File: src/rtl/seq_shift_unit_if.sv
// Operand/result bundle for seq_shift_unit: master issues start with operand and shift controls,
// slave returns the register contents, the last shifted-out bit and the busy/done status.
interface seq_shift_unit_if #(
  parameter int WIDTH = 8
);
  localparam int SHW = $clog2(WIDTH);

  logic             start;
  logic [WIDTH-1:0] in;
  logic [SHW-1:0]   shamt;
  logic             dir;
  logic [1:0]       mode;
  logic [WIDTH-1:0] out;
  logic             serial_out;
  logic             busy;
  logic             done;

  modport master (
    output start, in, shamt, dir, mode,
    input  out, serial_out, busy, done
  );

  modport slave (
    input  start, in, shamt, dir, mode,
    output out, serial_out, busy, done
  );
endinterface

File: src/rtl/seq_shift_unit.sv
// Multi-cycle shifter: done shamt+1 edges after accept (1 if shamt==0); start ignored while busy.
// SEQ_SHIFT_BARREL_EN: whole shift in one edge (done 2 edges after accept for shamt!=0).
module seq_shift_unit #(
  parameter int WIDTH = 8
) (
  input  logic           clk,
  input  logic           reset,
  seq_shift_unit_if.slave bus
);
  localparam int SHW = $clog2(WIDTH);

  typedef enum logic [1:0] {
    IDLE  = 2'd0,
    SHIFT = 2'd1,
    DONE  = 2'd2
  } state_t;

  state_t           state_q, state_d;
  logic [WIDTH-1:0] out_q, out_d;
  logic             serial_out_q, serial_out_d;
  logic [SHW-1:0]   cnt_q, cnt_d;
  logic             dir_q, dir_d;
  logic [1:0]       mode_q, mode_d;

  logic [WIDTH-1:0] shift_out;
  logic             shift_bit;

`ifdef SEQ_SHIFT_BARREL_EN
  logic [2*WIDTH-1:0] dbl, rot_r, rot_l;

  // Rotation uses a doubled copy so a plain shift carries the wrapped bits along.
  always_comb begin
    dbl       = {out_q, out_q};
    rot_r     = dbl >> cnt_q;
    rot_l     = dbl << cnt_q;
    shift_out = out_q;
    shift_bit = 1'b0;
    if (!dir_q) begin
      shift_bit = out_q[cnt_q - 1'b1];
      if (mode_q == 2'b01)
        shift_out = WIDTH'($signed(out_q) >>> cnt_q);
      else if (mode_q == 2'b10)
        shift_out = rot_r[WIDTH-1:0];
      else
        shift_out = out_q >> cnt_q;
    end else begin
      shift_bit = out_q[WIDTH - int'(cnt_q)];
      if (mode_q == 2'b10)
        shift_out = rot_l[2*WIDTH-1:WIDTH];
      else
        shift_out = out_q << cnt_q;
    end
  end
`else
  logic fill;

  always_comb begin
    fill      = 1'b0;
    shift_out = out_q;
    shift_bit = 1'b0;
    if (!dir_q) begin
      if (mode_q == 2'b01)
        fill = out_q[WIDTH-1];
      else if (mode_q == 2'b10)
        fill = out_q[0];
      shift_out = {fill, out_q[WIDTH-1:1]};
      shift_bit = out_q[0];
    end else begin
      if (mode_q == 2'b10)
        fill = out_q[WIDTH-1];
      shift_out = {out_q[WIDTH-2:0], fill};
      shift_bit = out_q[WIDTH-1];
    end
  end
`endif

  always_comb begin
    state_d      = state_q;
    out_d        = out_q;
    serial_out_d = serial_out_q;
    cnt_d        = cnt_q;
    dir_d        = dir_q;
    mode_d       = mode_q;

    case (state_q)
      SHIFT: begin
        out_d        = shift_out;
        serial_out_d = shift_bit;
`ifdef SEQ_SHIFT_BARREL_EN
        cnt_d        = '0;
        state_d      = DONE;
`else
        cnt_d        = cnt_q - 1'b1;
        if (cnt_q == SHW'(1))
          state_d = DONE;
`endif
      end
      DONE:    state_d = IDLE;
      default: state_d = state_q;
    endcase

    // Acceptance in DONE overrides the return to IDLE, giving back-to-back operations.
    if (state_q != SHIFT && bus.start) begin
      out_d        = bus.in;
      serial_out_d = 1'b0;
      cnt_d        = bus.shamt;
      dir_d        = bus.dir;
      mode_d       = bus.mode;
      state_d      = (bus.shamt == '0) ? DONE : SHIFT;
    end
  end

  always_ff @(posedge clk or posedge reset) begin
    if (reset) begin
      state_q      <= IDLE;
      out_q        <= '0;
      serial_out_q <= 1'b0;
      cnt_q        <= '0;
      dir_q        <= 1'b0;
      mode_q       <= 2'b00;
    end else begin
      state_q      <= state_d;
      out_q        <= out_d;
      serial_out_q <= serial_out_d;
      cnt_q        <= cnt_d;
      dir_q        <= dir_d;
      mode_q       <= mode_d;
    end
  end

  assign bus.out        = out_q;
  assign bus.serial_out = serial_out_q;
  assign bus.busy       = (state_q == SHIFT);
  assign bus.done       = (state_q == DONE);
endmodule
File: src/flat_wrapper.sv
// flat-port wrapper written by rule: the top's interface ports become plain ports
module seq_shift_unit_flat 
#(
  parameter int WIDTH = 8
)
  (clk, reset, bus_start, bus_in, bus_shamt, bus_dir, bus_mode, bus_out, bus_serial_out, bus_busy, bus_done);
  seq_shift_unit_if #(.WIDTH(WIDTH)) bus_i ();
  input  logic clk;
  input  logic reset;
  input wire logic [$bits(bus_i.start)-1:0] bus_start;
  input wire logic [$bits(bus_i.in)-1:0] bus_in;
  input wire logic [$bits(bus_i.shamt)-1:0] bus_shamt;
  input wire logic [$bits(bus_i.dir)-1:0] bus_dir;
  input wire logic [$bits(bus_i.mode)-1:0] bus_mode;
  output wire logic [$bits(bus_i.out)-1:0] bus_out;
  output wire logic [$bits(bus_i.serial_out)-1:0] bus_serial_out;
  output wire logic [$bits(bus_i.busy)-1:0] bus_busy;
  output wire logic [$bits(bus_i.done)-1:0] bus_done;
  assign bus_i.start = bus_start;
  assign bus_i.in = bus_in;
  assign bus_i.shamt = bus_shamt;
  assign bus_i.dir = bus_dir;
  assign bus_i.mode = bus_mode;
  assign bus_out = bus_i.out;
  assign bus_serial_out = bus_i.serial_out;
  assign bus_busy = bus_i.busy;
  assign bus_done = bus_i.done;
  seq_shift_unit #(.WIDTH(WIDTH)) u_core (.clk(clk), .reset(reset), .bus(bus_i));
endmodule
File: config.mk
export PLATFORM = sky130hd
export DESIGN_NAME = seq_shift_unit_flat
export DESIGN_NICKNAME = d
export VERILOG_FILES = /design/src/rtl/seq_shift_unit_if.sv /design/src/rtl/seq_shift_unit.sv /design/src/flat_wrapper.sv
export SDC_FILE = /design/constraint.sdc
export NUM_CORES = 1
export LEC_CHECK = 0
export ABC_AREA = 1
export BUFFER_PORTS_ARGS = -buffer_cell sky130_fd_sc_hd__buf_2
export CORE_ASPECT_RATIO = 1.1
export CORE_UTILIZATION = 45
export DETAILED_ROUTE_END_ITERATION = 8
export GPL_ROUTABILITY_DRIVEN = 1
export PLACE_DENSITY = 0.73
export SKIP_LAST_GASP = 1
export SLEW_MARGIN = 25
export SYNTH_ARGS = -nofsm -noshare
export SYNTH_HDL_FRONTEND = slang
export SYNTH_SLANG_ARGS = --single-unit
File: constraint.sdc
create_clock -name clk -period 1.3 [get_ports clk]
set_clock_uncertainty 0.15 [all_clocks]
set_input_delay 0 -clock clk [delete_from_list [all_inputs] [get_ports clk]]
set_output_delay 0 -clock clk [all_outputs]
set_load 0.05 [all_outputs]
# --- After elaboration in Yosys (flattened, before gate mapping) ---
# Cells that the tools add are included.
classes:
  n_addsub: 1
  mul: 0
  div: 0
  n_lt_le_gt_ge: 0
  n_eq_ne: 8
  shifts: 0
  muxes: 15
  bitwise: 0
  n_reduce_logical: 6
op_table:
  columns: ["op", "n"]
  rows:
  - ["$mux W8", 3]
  - ["$mux W1", 6]
  - ["$mux W2", 3]
  - ["$mux W3", 2]
  - ["$eq A2 B1 Y1 const B", 2]
  - ["$eq A2 B2 Y1 const B", 2]
  - ["$pmux W2 S2", 1]
  - ["$reduce_and A2 Y1", 2]
  - ["$eq A3 B1 Y1 const B", 1]
  - ["$logic_not A3 Y1", 1]
  - ["$ne A3 B1 Y1 const B", 1]
  - ["$ne A3 B2 Y1 const B", 1]
  - ["$reduce_bool A3 Y1", 1]
  - ["$sub A3 B1 Y3 const B", 1]
  - ["$ne A2 B1 Y1 const B", 1]
  - ["$reduce_bool A2 Y1", 1]
  - ["$logic_and A1 B1 Y1", 1]
word_totals:
  reg_bits: 17
  latchBits: 0
  ramBits: 0
  romBits: 0
  inputBits: 17
  out_inout_bits: 11
  wordCells: 37
  memories: 0

# --- Longest topological paths before layout ---
# Gate-level depths: netlist (run 1).
logic_depth:
  word_depth: 6
  mapped_depth: 8
  depth_no_buf: 8

# --- Worst setup path before layout (run 1) ---
# OpenSTA, ideal clock, no wires.
synth_path:
  kind: "reg2reg"
  start: "register u_core.state_q[1]"
  end: "register u_core.out_q[0], in the netlist u_core.bus.out[0]"
  setup_time_ns: 0.117
  arrival_ns: 1.259
  required_time_ns: 1.033
  slack_ns: -0.226
  stages_incl_launch_ff: 7
  cell_sequence: "dfrtp_1 inv_2 nand2_4 inv_1 o21ai_0 o21ai_1 nor2_1"
synth_via:
  elab_cells_between_ends: 5
  cone_classes: "eq/ne: 2; mux: 1; reduce/logical: 2"
synth_rtl:
  columns: ["element", "line", "source"]
  rows:
  - ["from (decl)", "seq_shift_unit.sv:18", "state_t state_q, state_d;"]
  - ["from (signal assigned)", "seq_shift_unit.sv:122", "state_q <= state_d;"]
  - ["$eq A2 B1 Y1", null, null]
  - ["named net bus_busy", "flat_wrapper.sv:17", "output wire logic [$bits(bus_i.busy)-1:0] bus_busy;"]
  - ["$reduce_bool A2 Y1 (no source line)", null, null]
  - ["to (signal assigned)", "seq_shift_unit.sv:123", "out_q <= out_d;"]
  - ["to (decl)", "seq_shift_unit.sv:19", "logic [WIDTH-1:0] out_q, out_d;"]
# The timed path passes the listed nets, and every way through them passes these cells.
# A chain may end at the register's enable or synchronous reset.

# --- Final worst setup path (run 1) ---
layout_path:
  start: "register u_core.state_q[0]"
  end: "output port bus_done"
layout_via:
  elab_chain_len: 1
layout_lines:
  columns: ["element", "line", "source"]
  rows:
  - ["$eq A2 B2 Y1", "seq_shift_unit.sv:134", "assign bus.done = (state_q == DONE);"]
  - ["to (decl)", "flat_wrapper.sv:18", "output wire logic [$bits(bus_i.done)-1:0] bus_done;"]
# No other way between the ends.

==> qor.yml, run 1 <==
timing:
  rsz0062_at_grt: "yes"
  min_period_ns: 1.34
  worst_slew_pin_slew_ns: 0.313
  slew_viol_final: 0
  period_share_pct: 103
  finalSetupViolCount: 3
  timing.fmax_mhz: 747
  setup_slack_ns: -0.0383
  finalHoldViolCount: 0
  setup_tns_ns: -0.0613
  maxSlewHeadroom_pct: 78.9
  hold_slack_ns: 0.0959
critical_path:
  path_buf_inv: 3
  path_cells: "inv_1, nand2_1, clkinvlp_4, buf_4"
  crit_slowest_cell: "dfrtp_1"
  r2r_slack_ns: -0.01
  rr_worst_depth: 6
  crit_fanout: 3
  cp_top_family: "flip-flops"
  required_ns: 1.15
  crit_path_max_incr_delay_ns: 0.44
  cp.arrival_ns: 1.19
  start_kind: "flop"
  end_kind: "output port"
  critical_path_class: "flop to output port"
  cp.depth: 4
place:
  port_buffers: 27
  placed_cells: 177
  place_congestion: 0.841
  place_ws_ns: -0.00182
  place_hpwl_mm: 1.63
yosys:
  syn_area_um2: 985
  synth_cell_type_count: 23
  synth_edf_count: 0
  yosysWarnings: 0
  yosysSeqAreaShare_pct: 43.2
  synth_area_leader_cell: "dfrtp_1"
  synthesis.nets: 138
  syn_inst: 119
  synth_top_area_share_pct: 43.2
  ys_async_sr_fraction_pct: 100
  ys_ff_latch: 17
  ys.flop_type: "dfrtp_1"
  synth.top_cells.by_count: "nand2_1 (33), inv_1 (20), dfrtp_1 (17)"
  synth_area_leaders: "dfrtp_1 (43%), nand2_1 (13%), inv_1 (7.6%)"
  yosysMostFrequentCell: "nand2_1"
  avgSynthCellArea_um2: 8.27
drt:
  wl_per_cell_um: 11.3
  ant_nets: 0
  viasPerCell: 4.78
  dr.first_iter.drc_count: 9
  drc: 0
  dr.pass1.iters: 4
  routed_wl_mm: 2.25
  vias: 951
run:
  cap_violations: 0
final_layout:
  drive_gt1_share_pct: 33.9
  syn2layout_area_growth_pct: 42.8
  finalNonFillerCells: 199
  diodes: 0
  nNetsFinal: 191
global_route:
  grt_max_degree: 18
  grt_first_pass_wirelength_mm: 3.91
  grt_pass1_vias: 965
  grt_antenna_before_repair: 0
  grtUsageTotal_pct: 22.5
  gr-total-overflow: 0
floorplan:
  rows: 17
  start_util_pct: 48.2
  ioPinCount: 28
  core-area_um2: 2040
  chipWidth_um: 46.6
  die-area_um2: 2380
  die-height_um: 51.1
clock_network:
  clk_path_buf_depth: 2
  cts_tree: "yes"
  insertion_delay_ns: 0.29
  htree_levels: 1
  cts_buffers: 3
  numClockSinks: 17
  cts-root-buf: "clkbuf_4"
  path_clk_slew_ns: 0.10
pwr:
  cellPowerDensity_nw_per_um2: 2530
  p_leak_nw: 0.729
  irDropWorstVdd_v: 0.00117
hold_path:
  hp-class: "input port to asynchronous set/reset pin"
status:
  failed_checks: "setup timing"
  status: "complete, but fails checks"
layout make-up:
cell class                 instances  area (µm²)
multi-input combinational         78         455
sequential                        17         428
tap                               28        35.0
clock buffer                       4        26.3
timing repair buffer              50         364
inverter                          22        97.6
fill                             164         636
timing repair:
item / in CTS / in global routing
pin swaps: 1 / 2
hold endpoints to repair: 33 / 0
gates resized for setup: 5 / 11
setup buffers: 2 / 0
setup endpoints to repair: 4 / 13
hold buffers: 16 / 0
power breakdown:
group	switching, mW	internal [mW]	total (mW)
clock network	0.171	0.119	0.291
logic	1.49	0.767	2.25
registers	0.216	0.795	1.01
worst paths after layout:
check / start / endpoint
setup reg to reg: u_core.state_q[0] / u_core.state_q[1]
hold reg to reg: u_core.bus.serial_out / u_core.bus.serial_out
max in group asynchronous: reset / u_core.dir_q
hold / removal: reset / u_core.mode_q[0]
min in group clk: bus_dir / u_core.dir_q
setup / recovery: u_core.state_q[0] / bus_done
cells in the final DEF, fill, tap and decap left out, types with 3 or more instances in the layout:
master         instances
nand2_1               33
buf_2                 25
inv_1                 18
dlygate4sd3_1         16
dfrtp_1               15
o211ai_1               7
nor2_1                 6
buf_4                  6
o21ai_2                5
o21ai_1                5
nand2_4                3
a21oi_1                3
o211ai_2               3
clkbuf_4               3
buf_6                  3
layer usage:
metal / wire length [µm] / global-route usage, % / vias to the layer above
li1: - / - / 487
met1: 1050 / 29.7 / 436
met2: 1080 / 34.3 / 26
met3: 107 / 4.24 / 2
met4: 14 / 10.8 / 0
met5: 0 / 0 / -
kinds of logic after synthesis:
group / share of synthesized area (%)
AND/OR/NAND/NOR: 22.1
AO/OA/AOI/OAI: 19.6
buffers and inverters: 11.7
flip-flops: 43.2
adder cells (fa/ha/maj): 2.54
XOR/XNOR: 0.890
stage by stage:
step | utilization (%) | cell area (µm²) | power, mW
after floorplan | - | 993 | 2.59
after global placement | 57.5 | 1170 | 2.99
after detailed placement | 57.5 | 1170 | 3.06
after CTS | 67.9 | 1390 | 3.48
after global routing | 68.9 | 1410 | 3.84
final | 68.9 | 1410 | 3.55
state kept, by name, indices dropped and copies added (netlist names):
| signal | cells |
|---|---|
| u_core.bus.out | 8 |
| u_core.cnt_q | 3 |
| u_core.mode_q | 2 |
| u_core.state_q | 2 |
| u_core.bus.serial_out | 1 |
| u_core.dir_q | 1 |
worst reg2reg max path: stages, from the launching register on:
cell,delay [ns]
dfrtp_1,0.44
nand2_4,0.14
nand2_4,0.11
inv_8,0.13
o31ai_1,0.11
nand3_1,0.09
inv_1,0.04
No activity file was read; power rests on OpenSTA's default activity.
==> run 2: changes to the inputs <==
--- a/config.mk
+++ b/config.mk
@@ -5,13 +5,12 @@
 export SDC_FILE = /design/constraint.sdc
 export NUM_CORES = 1
 export LEC_CHECK = 0
-export ABC_AREA = 1
 export BUFFER_PORTS_ARGS = -buffer_cell sky130_fd_sc_hd__buf_2
 export CORE_ASPECT_RATIO = 1.1
-export CORE_UTILIZATION = 45
+export CORE_UTILIZATION = 50
 export DETAILED_ROUTE_END_ITERATION = 8
 export GPL_ROUTABILITY_DRIVEN = 1
-export PLACE_DENSITY = 0.73
+export PLACE_DENSITY = 0.77
 export SKIP_LAST_GASP = 1
 export SLEW_MARGIN = 25
 export SYNTH_ARGS = -nofsm -noshare
==> constraint.sdc (replaced) <==
create_clock -name clk -period 1.45 [get_ports clk]
set_clock_uncertainty 0.15 [all_clocks]
set_input_delay 0 -clock clk [delete_from_list [all_inputs] [get_ports clk]]
set_output_delay 0 -clock clk [all_outputs]
set_load 0.05 [all_outputs]
==> run 2 against run 1 <==
Sequential share of layout area is 1.1 points higher. The flow now finishes without violations. Global-route usage is 1.6 points higher. Clock-buffer cell count is 1 lower. Flip-flop and latch count stayed put. First-iteration DRC count grew to 2.7 times the previous value.
==> qor.yml, run 2 <==
timing:
  period_share_pct: 97.2
  hold_slack_ns: 0.0576
  rsz0062_at_grt: "no"
  timing.fmax_mhz: 710
  setup_slack_ns: 0.0410
  finalSetupViolCount: 0
  slew_viol_final: 0
  worst_slew_pin_slew_ns: 0.622
  maxSlewHeadroom_pct: 58.5
  finalHoldViolCount: 0
  min_period_ns: 1.41
  setup_tns_ns: 0
critical_path:
  start_kind: "flop"
  rr_worst_depth: 4
  r2r_slack_ns: 0.04
  cp.arrival_ns: 1.45
  critical_path_class: "flop to flop"
  required_ns: 1.49
  r2r_start: "u_core.state_q[0]"
  crit_fanout: 8
  worstReg2RegEnd: "u_core.cnt_q[2]"
  end_kind: "flop"
place:
  dpl_cell_area_um2: 1120
  place_ws_ns: 0.0521
  place_hpwl_mm: 1.48
  port_buffers: 27
  place_congestion: 0.748
status:
  status: "completed"
hold_path:
  min_path_cells: 3
  hp-class: "input port to flop"
  hold_start: "bus_start"
  min_to: "u_core.mode_q[0]"
yosys:
  synth.top_cells.by_count: "dfrtp_1 (17), a21oi_1 (10), mux2i_1 (9), nor2b_1 (9), a211oi_1 (7)"
  ys_async_sr_fraction_pct: 100
  yosysWarnings: 0
  synth_top_area_share_pct: 44.2
  synth_adder_area_share_pct: 2.60
  synth_edf_count: 0
  synth_top_family_by_area: "compound AO/OA/AOI/OAI gates"
  synth_mux_area_share_pct: 14.4
  synth_cell_type_count: 30
  yosysSeqAreaShare_pct: 44.2
  yosysMostFrequentCell: "dfrtp_1"
  ys_ff_latch: 17
  synth_area_leaders: "dfrtp_1 (44%), mux2i_1 (9.4%), nor2b_1 (5.8%)"
  avgSynthCellArea_um2: 10.7
  syn_inst: 90
  synth_area_leader_cell: "dfrtp_1"
  synth_simple_gate_area_share_pct: 11.7
  synthesis.nets: 109
  synth_compound_area_share_pct: 20.3
  ys.flop_type: "dfrtp_1"
  synth_xor_area_share_pct: 0
  syn_area_um2: 963
global_route:
  gr-total-overflow: 0
  grtUsageMet3_pct: 2.26
  grt_max_degree: 18
  grt_pass1_vias: 876
  grt.busiest_layer: "met2"
  grt_antenna_before_repair: 0
  grtUsageTotal_pct: 24.1
  grt.met1_usage_pct: 28.1
  grt_first_pass_wirelength_mm: 3.63
  use_met2_pct: 44.2
drt:
  dr.pass1.iters: 6
  ant_nets: 0
  dr.first_iter.drc_count: 24
  drc: 0
  routed_wl_mm: 2.33
  viasPerCell: 5.55
  vias: 872
  wl_per_cell_um: 14.8
final_layout:
  drive_gt1_share_pct: 33.8
  postLayoutCellArea_um2: 1350
  nNetsFinal: 159
  largest_reg_flops: 8
  layout_common_cells: "buf_2 (26), dlygate4sd3_1 (18), dfrtp_1 (16)"
  syn2layout_area_growth_pct: 40.5
  diodes: 0
  layout_commonest_cell: "buf_2"
clock_network:
  cts-root-buf: "clkbuf_4"
  numClockSinks: 17
  insertion_delay_ns: 0.30
  cts_buffers: 3
  path_clk_slew_ns: 0.10
  cts_tree: "yes"
  htree_levels: 1
  clk_path_buf_depth: 2
floorplan:
  ioPinCount: 28
  start_util_pct: 53.5
  die-height_um: 48.0
  die-area_um2: 2110
  rows: 16
  chipWidth_um: 43.9
  core-area_um2: 1800
pwr:
  finalPower_mw: 3.22
  p_leak_nw: 0.647
  cellPowerDensity_nw_per_um2: 2380
  irDropWorstVdd_v: 0.00129
run:
  cap_violations: 0
run 2: changes by cell type after synthesis, sizes merged, moves of 9 or more:
cell	previous run	this run
inv	22	6
mux2i	0	9
nand2	38	3
nor2b	0	9
o211ai	10	0
o21ai	11	1
run 2: worst max-delay path by stage:
stage / startpoint / to / slack, ns / cells past startpoint
floorplan: u_core.state_q[1] / u_core.cnt_q[2] / 0.02 / 4
global placement: u_core.state_q[1] / u_core.cnt_q[2] / 0.09 / 4
detailed placement: u_core.state_q[1] / u_core.cnt_q[2] / 0.05 / 4
CTS: u_core.state_q[1] / bus_busy / 0.01 / 4
global route: u_core.state_q[1] / u_core.bus.out[4] / 0.006 / 4
finish: u_core.state_q[0] / u_core.cnt_q[2] / 0.04 / 4
run 2: kinds of logic after synthesis:
group           Yosys count
compound gates           27
fa+ha+maj                 2
buf+inv                  12
flops                    17
mux                      13
simple gates             19
run 2: report_power, final:
part	internal [mW]	total [mW]	switching, mW
Sequential	0.728	0.976	0.248
Clock	0.103	0.256	0.153
Combinational	0.791	1.98	1.19
run 2: area by class of cell:
cell class	count	area, µm²
Multi-Input combinational cell	61	479
Tap cell	18	22.5
Sequential cell	17	427
Fill cell	138	448
Inverter	6	27.5
Clock inverter	1	5.00
Timing Repair Buffer	51	370
Clock buffer	3	22.5
run 2: critical path, cell delays in order, from the launching register on:
cell	delay, ns
dfrtp_1	0.43
nand2b_4	0.14
clkinv_4	0.06
mux2_4	0.28
o221a_1	0.23
run 2: what timing repair did:
| item | CTS | global route |
|---|---|---|
| hold buffers | 18 | 0 |
| endpoints found under the setup margin | 1 | 5 |
| gates cloned | 0 | 0 |
| endpoints found under the hold margin | 34 | 0 |
| setup buffers | 0 | 2 |
| resized for setup | 1 | 5 |
run 2: layer usage:
metal | share of wire, % | up-vias
met5 | 0 | -
met4 | 2.4 | 0
met3 | 2.6 | 7
met2 | 52 | 25
met1 | 43 | 413
li1 | - | 427
run 2: metrics by stage:
| step | utilization [%] | instances |
|---|---|---|
| after floorplan | - | 90 |
| after global placement | 62.0 | 133 |
| after detailed placement | 62.0 | 133 |
| after CTS | 73.7 | 155 |
| after global routing | 75.1 | 157 |
| final | 75.1 | 157 |
==> run 3: changes to the inputs <==
--- a/config.mk
+++ b/config.mk
@@ -7,10 +7,10 @@
 export LEC_CHECK = 0
 export BUFFER_PORTS_ARGS = -buffer_cell sky130_fd_sc_hd__buf_2
 export CORE_ASPECT_RATIO = 1.1
-export CORE_UTILIZATION = 50
+export CORE_UTILIZATION = 45
 export DETAILED_ROUTE_END_ITERATION = 8
 export GPL_ROUTABILITY_DRIVEN = 1
-export PLACE_DENSITY = 0.77
+export PLACE_DENSITY = 0.71
 export SKIP_LAST_GASP = 1
 export SLEW_MARGIN = 25
 export SYNTH_ARGS = -nofsm -noshare
==> run 3 against run 2 <==
Non-clock buffer count is 2 lower. Largest power group unchanged. Sequential share of layout area is 0.23 points higher. Final cell count is 5.1% higher. Clock-buffer cell count is 1 higher. Critical path depth stayed put. Critical endpoint unchanged. Flip-flop and latch count stayed put. Die area is 11% higher.
==> qor.yml, run 3 (synthesis results as in run 2) <==
run:
  cap_violations: 0
clock_network:
  clk_path_buf_depth: 2
  insertion_delay_ns: 0.28
  numClockSinks: 17
  cts_tree: "yes"
  cts_buffers: 3
  cts-root-buf: "clkbuf_4"
  path_clk_slew_ns: 0.09
  htree_levels: 1
global_route:
  grt.busiest_layer: "met2"
  grtUsageTotal_pct: 20.6
  gr-total-overflow: 0
  grt_pass1_vias: 829
  use_met2_pct: 35.7
  grt_max_degree: 18
  grt_first_pass_wirelength_mm: 3.44
  grt.met1_usage_pct: 24.7
  grt_antenna_before_repair: 0
  grtUsageMet3_pct: 3.24
timing:
  min_period_ns: 1.39
  maxSlewHeadroom_pct: 57.4
  slew_viol_final: 0
  finalSetupViolCount: 0
  setup_tns_ns: 0
  worst_slew_pin_slew_ns: 0.638
  timing.fmax_mhz: 717
  hold_slack_ns: 0.185
  finalHoldViolCount: 0
  period_share_pct: 96.2
  rsz0062_at_grt: "no"
final_layout:
  nNetsFinal: 157
  drive_gt1_share_pct: 32.1
  layout_commonest_cell: "buf_2"
  final_util_pct: 66.3
  layout_common_cells: "buf_2 (25), dfrtp_1 (17), dlygate4sd3_1 (16)"
  diodes: 0
  largest_reg_flops: 8
  syn2layout_area_growth_pct: 39.1
drt:
  dr.pass1.iters: 4
  ant_nets: 0
  viasPerCell: 5.12
  wl_per_cell_um: 13.0
  drc: 0
  dr.first_iter.drc_count: 10
  vias: 845
  routed_wl_mm: 2.15
pwr:
  p_leak_nw: 0.639
  switchingPower_mw: 1.56
  pwr-share-clk_pct: 7.7
  sw_frac_of_total_pct: 49.5
  cellPowerDensity_nw_per_um2: 2350
  p_comb_share_pct: 61.8
  pwr-share-seq_pct: 30.4
  internal-power_mw: 1.59
  irDropWorstVdd_v: 0.00124
critical_path:
  required_ns: 1.47
  cp.arrival_ns: 1.42
  crit_fanout: 7
  critical_path_class: "flop to flop"
  start_kind: "flop"
  end_kind: "flop"
floorplan:
  rows: 17
  core-area_um2: 2020
  chipWidth_um: 46.1
  start_util_pct: 47.7
  ioPinCount: 28
  die-area_um2: 2330
  die-height_um: 50.5
hold_path:
  hp-class: "input port to asynchronous set/reset pin"
status:
  status: "completed"
place:
  place_congestion: 0.746
  place_hpwl_mm: 1.57
  port_buffers: 27
run 3: final cells by class:
type	count	area [µm²]
Sequential cell	17	425
Inverter	6	27.5
Multi-Input combinational cell	61	477
Clock buffer	4	26.3
Fill cell	171	681
Timing Repair Buffer	49	349
Tap cell	28	35.0
run 3: worst paths after layout:
check / from / end / slack (ns) / cells after the start
worst max-delay path: u_core.state_q[1] / u_core.cnt_q[2] / 0.06 / 4
worst min-delay path: reset / u_core.mode_q[0] / 0.19 / 3
worst max register to register: u_core.state_q[1] / u_core.cnt_q[2] / 0.06 / 4
worst min register to register: u_core.bus.serial_out / u_core.bus.serial_out / 0.37 / 1
max in group asynchronous: reset / u_core.bus.out[1] / 0.56 / 3
min in group clk: bus_dir / u_core.dir_q / 0.34 / 3
run 3: timing repair:
action                                 4_1_cts  5_1_grt
setup buffers                                0        1
endpoints found under the hold margin       34        0
setup endpoints to repair                    1        3
pin swaps                                    0        0
hold buffers                                16        0
gates resized for setup                      1        2
run 3: metrics by stage:
stage	power (mW)	area, µm²	cells	worst slack [ns]
after detailed placement	2.85	1140	144	0.0451
after global routing	3.38	1340	165	0.00412
final	3.16	1340	165	0.0551
after global placement	2.79	1140	144	0.0875
after floorplan	2.43	973	90	0.0200
after CTS	3.15	1330	164	0.0206
run 3: power by group through the flow:
stage                     registers, mW  clock network (mW)  logic [mW]
after floorplan                    1.33                   0        1.10
after global placement            0.959                   0        1.83
after detailed placement          0.975                   0        1.88
after CTS                         0.965               0.255        1.93
after global routing              0.989               0.277        2.12
final                             0.961               0.243        1.95
run 3: layer usage:
| layer | vias to the layer above | part of all wire (%) |
|---|---|---|
| met1 | 398 | 44 |
| met4 | 0 | 0.74 |
| met2 | 22 | 52 |
| li1 | 423 | - |
| met5 | - | 0 |
| met3 | 2 | 3.3 |
run 3: worst max-delay path: stages (launching register included):
cell and delay, ns:
dfrtp_1 0.38, nand2b_4 0.19, inv_6 0.07, mux2_4 0.28
o221a_1 0.22
